<file path="src/rtl/pipe_hazard_ctrl_pkg.sv">
// rtl/pipe_hazard_ctrl_pkg.sv - shared types and constants for the hazard/forwarding controller
package pipe_hazard_ctrl_pkg;

    typedef enum logic [1:0] {
        MC_IDLE = 2'd0,
        MC_BUSY = 2'd1,
        MC_DONE = 2'd2
    } mc_state_t;

    localparam int FSEL_RF  = 0;
    localparam int REGW_DEF = 5;

endpackage

</file>
<file path="src/rtl/pipe_hazard_ctrl_fwd_sel.sv">
// rtl/pipe_hazard_ctrl_fwd_sel.sv - priority encoder picking the nearest valid writer of one operand
module pipe_hazard_ctrl_fwd_sel
    import pipe_hazard_ctrl_pkg::*;
#(
    parameter int NSRC   = 2,
    parameter int REGW   = REGW_DEF,
    parameter int FSEL_W = $clog2(NSRC + 1)
) (
    input  logic [REGW-1:0]      rs,
    input  logic [NSRC-1:0]      vsrc,
    input  logic [NSRC-1:0]      regwrite,
    input  logic [NSRC*REGW-1:0] rd_src,
    output logic [FSEL_W-1:0]    sel
);

    always_comb begin
        sel = FSEL_W'(FSEL_RF);
        // Walk from the deepest stage up so the nearest match is written last.
        for (int k = NSRC - 1; k >= 0; k--) begin
            if (vsrc[k] && regwrite[k] && (rd_src[k*REGW +: REGW] == rs)) begin
                sel = FSEL_W'(k + 1);
            end
        end
        if (rs == '0) begin
            sel = FSEL_W'(FSEL_RF);
        end
    end

endmodule

</file>
<file path="src/rtl/pipe_hazard_ctrl.sv">
// rtl/pipe_hazard_ctrl.sv - stall, flush and forward control with shadow valid chain and multi-cycle execute FSM
module pipe_hazard_ctrl
    import pipe_hazard_ctrl_pkg::*;
#(
    parameter int NSRC   = 2,
    parameter int REGW   = REGW_DEF,
    parameter int MC_LAT = 4,
    parameter int FSEL_W = $clog2(NSRC + 1)
) (
    input  logic                 clk,
    input  logic                 reset,
    input  logic [REGW-1:0]      rs1D,
    input  logic [REGW-1:0]      rs2D,
    input  logic [REGW-1:0]      rs1E,
    input  logic [REGW-1:0]      rs2E,
    input  logic [REGW-1:0]      rdE,
    input  logic                 ResultSrcE0,
    input  logic                 PCSrcE,
    input  logic                 mc_startE,
    input  logic [NSRC*REGW-1:0] rd_src,
    input  logic [NSRC-1:0]      regwrite_src,
    output logic [FSEL_W-1:0]    forwardaE,
    output logic [FSEL_W-1:0]    forwardbE,
    output logic                 stallF,
    output logic                 stallD,
    output logic                 flushD,
    output logic                 flushE,
    output logic                 mc_stall,
    output logic                 mc_done,
    output logic                 validE
);

    localparam logic [3:0] CNT_INIT = (MC_LAT > 2) ? 4'(MC_LAT - 3) : 4'd0;

    logic            valid_d;
    logic            valid_e;
    logic [NSRC-1:0] vsrc;
    mc_state_t       state;
    logic [3:0]      cnt;
    logic            lw;
    logic            br;

    pipe_hazard_ctrl_fwd_sel #(.NSRC(NSRC), .REGW(REGW), .FSEL_W(FSEL_W)) u_fwd_a (
        .rs       (rs1E),
        .vsrc     (vsrc),
        .regwrite (regwrite_src),
        .rd_src   (rd_src),
        .sel      (forwardaE)
    );

    pipe_hazard_ctrl_fwd_sel #(.NSRC(NSRC), .REGW(REGW), .FSEL_W(FSEL_W)) u_fwd_b (
        .rs       (rs2E),
        .vsrc     (vsrc),
        .regwrite (regwrite_src),
        .rd_src   (rd_src),
        .sel      (forwardbE)
    );

    assign lw = ResultSrcE0 && valid_e && (rdE != '0) && ((rdE == rs1D) || (rdE == rs2D));
    assign br = PCSrcE && valid_e;

    // The stall must assert in the same cycle the op is seen in E, so it is decoded, not registered.
    assign mc_stall = ((state == MC_IDLE) && mc_startE && valid_e) || (state == MC_BUSY);
    assign mc_done  = (state == MC_DONE);

    assign stallF = mc_stall || lw;
    assign stallD = mc_stall || lw;
    assign flushE = !mc_stall && (lw || br);
    assign flushD = !mc_stall && br;
    assign validE = valid_e;

    always_ff @(posedge clk or negedge reset) begin
        if (!reset) begin
            valid_d <= 1'b0;
            valid_e <= 1'b0;
            vsrc    <= '0;
        end else begin
            if (!stallD) begin
                valid_d <= !flushD;
            end
            if (!mc_stall) begin
                valid_e <= flushE ? 1'b0 : valid_d;
                vsrc    <= (vsrc << 1) | NSRC'(valid_e);
            end
        end
    end

    always_ff @(posedge clk or negedge reset) begin
        if (!reset) begin
            state <= MC_IDLE;
            cnt   <= 4'd0;
        end else begin
            case (state)
                MC_IDLE: begin
                    if (mc_startE && valid_e) begin
                        if (MC_LAT == 2) begin
                            state <= MC_DONE;
                        end else begin
                            state <= MC_BUSY;
                            cnt   <= CNT_INIT;
                        end
                    end
                end
                MC_BUSY: begin
                    if (cnt == 4'd0) begin
                        state <= MC_DONE;
                    end else begin
                        cnt <= cnt - 4'd1;
                    end
                end
                MC_DONE: state <= MC_IDLE;
                default: state <= MC_IDLE;
            endcase
        end
    end

endmodule

</file>
<file path="config.mk">
export PLATFORM = sky130hd
export DESIGN_NAME = pipe_hazard_ctrl
export DESIGN_NICKNAME = d
export VERILOG_FILES = /design/src/rtl/pipe_hazard_ctrl_pkg.sv /design/src/rtl/pipe_hazard_ctrl_fwd_sel.sv /design/src/rtl/pipe_hazard_ctrl.sv
export SDC_FILE = /design/constraint.sdc
export NUM_CORES = 1
export LEC_CHECK = 0
export ABC_AREA = 1
export CORE_MARGIN = 2
export CORE_UTILIZATION = 40
export CTS_CLUSTER_SIZE = 20
export DETAILED_ROUTE_END_ITERATION = 10
export GPL_TIMING_DRIVEN = 1
export PLACE_DENSITY = 0.81
export SETUP_SLACK_MARGIN = 0.3
export SLEW_MARGIN = 20
export SYNTH_ARGS = -nofsm -noshare
export SYNTH_HDL_FRONTEND = slang
export SYNTH_SLANG_ARGS = --single-unit
</file>
<file path="constraint.sdc">
create_clock -name clk -period 1.6 [get_ports clk]
set_clock_uncertainty 0.1 [all_clocks]
set_input_delay 0.32 -clock clk [delete_from_list [all_inputs] [get_ports clk]]
set_output_delay 0.32 -clock clk [all_outputs]
set_load 0.02 [all_outputs]
</file>
==> results.md <==
- Max clock buf depth: 2
- Failing checks: negative setup slack
- Largest net degree at the start of global routing: 11
- Total gr overflow: 0
- I/O Buffers: 52
- Crit path largest cell delay: 0.23 ns
- Leakage: 1.176 nW
- # setup viols final: 11
- CTS Buf Count: 3
- Yosys synthesis warning count: 0
- Post-route ant nets: 0
- FF-to-FF path depth: 10
- WP data required: 1.18 ns
- Die Width: between 50 and 60 um
- Synth top area share: 24.18%
- Clock Sinks: 10
- Ant. Diodes: 0
- Die ar.: between 0.003 and 0.004 mm^2
- Syn nets: 217
- Critical path fanouts, max: 4
- Flop and latch count out of synthesis: 10
- Fillers: 69
- Outcome: finished, violations left
- Iter 0 DRT Violations: approximately 120
- Worst VDD drop: 1645 uV
- Post-DP HPWL: 2705 um
- Core Util, Final: 94.85%
- Fin Hold WS: 0.2807 ns
- DRC violations left: 0
- First-pass GRT wire length: approximately 6700 um
- Startpoint types: input pin
- Worst R2R Setup Slack: -0.11 ns
- Final setup margin: -0.3903 ns
- Post-layout nets: 315
- Gpl congestion: between 0.8 and 0.9
- Crit path arrival time: 1.57 ns
- Mapped Avg Cell Area: 5.981 um^2
- Asr flop ratio synth: 100.0%
- Pwr per Cell Area: 1435 mW/mm^2
- Core ar.: between 0.002 and 0.0025 mm^2
- Worst relative slew slack: ~64%
- Max Cap Viol: 0
- Antenna violations before repair: 0
- Crit Path Class: in -> out
- Count leader, synth: nand2_1
- Die height: 54.86 um
- Crit-path cells: clkdlybuf4s15_1 -> inv_1 -> nand2_1 -> nand2_1 -> nor2_1 -> nand3_1 -> nand2_1 -> nand2_2 -> o21ai_4 -> buf_6
- Post-synth top cells: nand2_1 (46), inv_1 (37), nor2_1 (20)
- Htree depth: 1
- Vias: ~1900
- TritonCTS clock tree: built
- Clk_lat worst skew: 0.28 ns
- Average wire per standard cell: approximately 22 um
- Post-Synthesis Cells: about 170
- First-pass detailed-route iteration total: 4
- Synthesized area: 0.001035 mm^2
- DRT Wirelength: around 6500 um
- Number of synthesized flops with an enable pin: 0
- Final Critical Period: 1.990 ns
- Sequential element share of the synthesized area: 24.18%
- R2r endpoint: valid_d
- RR Startpoint: validE
- Worst slew pin tran: 0.5421 ns
- Final Hold Violating Endpoints: 0
- Period utilisation layout: 124.4%
- HP Class: in -> async
- Via density: 6.177
- Worst slack at placement: -1.026 ns
- Clock-pin slew on the worst setup and hold paths: 0.08 ns
- Unrepaired setup endpoints after global routing: yes
- Vias in the first global route: 1531
- GRT Total Usage: 31.10%
- Layout cells sized above 1: about half
- Clock Tree Root: clkbuf_4
- Area growth, synth to finish: 125.0%
- Starting density of the core: a little over two fifths
- FMAX: 502.4 MHz
- Ports: 53
- Row count: 18
- CP most frequent cell: nand2_1
- Max Slew Vio Count: 0
- Leading area contributor after synthesis: dfrtp_1
- Nature of the critical path endpoint: output port
- Unique masters post-synth: 25
- CP max-delay cell: clkdlybuf4s15_1
- Largest cells by area after synthesis: dfrtp_1 (24%), nand2_1 (17%), inv_1 (13%), nor2_1 (7.3%), nand3_1 (5.3%)
- Main synth FF type: dfrtp_1
- Setup TNS: -2.921 ns
==> logic make-up (layout without fill, tap and decap cells) <==
group / Yosys count / in the layout / share of synthesized area, %
compound gates: 19 / 19 / 10.88
flops: 10 / 10 / 24.18
fa+ha+maj: 2 / 2 / 2.418
simple gates: 97 / 97 / 42.44
buf+inv: 38 / 135 / 14.15
xor+xnor: 7 / 7 / 5.925
==> metrics by stage <==
step	power [W]	instances	cell area [um^2]
global route	0.003478	300	2328
global placement	0.001703	275	1873
detailed placement	0.001754	275	1873
CTS	0.002505	292	2153
finish	0.003342	300	2328
floorplan	0.001168	173	1165
==> power breakdown <==
part           internal, W  switching (W)  leakage, nW
Combinational      0.00125        0.00134         1.04
Clock             0.000139       0.000119       0.0210
Sequential        0.000382       0.000117        0.119
==> area by class of cell <==
class	count	area [um^2]	area share, %
clock buffer	4	36.28	1.558
inverter	37	166.4	7.147
multi-input combinational	125	965.9	41.48
sequential	10	254.0	10.91
tap	30	37.54	1.612
timing repair buffer	94	868.3	37.29
==> per-layer routing <==
layer / vias to the layer above / track usage [%] / share of wire (%)
li1: 745 / - / -
met1: 847 / 32.78 / 35
met2: 196 / 60.52 / 47
met3: 65 / 4.372 / 10
met4: 0 / 12.08 / 7.6
met5: - / 0 / 0
==> state kept, by name (all words and copies together) (netlist names) <==
signal,count
vsrc,2
state,2
valid_d,1
validE,1
cnt,4
==> critical path: cells and delay by family <==
family                 cells  cell delay, ns
AOI/OAI and AO/OA          1            0.15
and+or+nand+nor            6            0.65
buffers and inverters      3            0.44
==> placed cells by master, fill, tap and decap left out, drive strengths merged <==
cell	n
nand3b	1
buf	57
o22ai	5
nand2	46
nor4	1
ha	2
nor3	10
o2111ai	2
xor2	3
nand3	12
nor3b	2
clkbuf	10
xnor2	4
or2	1
dlymetal6s2s	1
clkdlybuf4s15	10
o21ai	8
dfrtp	10
clkdlybuf4s50	3
nor2	22
dlygate4sd2	17
inv	37
a221oi	1
nand4	2
a21oi	3
==> worst max-delay path by stage <==
stage | start | endpoint | cells after the start
floorplan | validE | flushE | 5
global placement | rs2E[4] | forwardbE[1] | 9
detailed placement | rs2E[4] | forwardbE[1] | 9
CTS | vsrc[0] | forwardaE[0] | 6
global route | vsrc[0] | forwardaE[1] | 6
finish | rs1D[3] | flushE | 10
==> repair_timing <==
action	in CTS	in global routing
hold endpoints to repair	0	0
buffers inserted	13	8
gates resized for setup	181	49
pin swaps	42	20
gates cloned	0	0
hold buffers	0	0
endpoints found under the setup margin	18	20
Power figures use the tool's default switching activity.
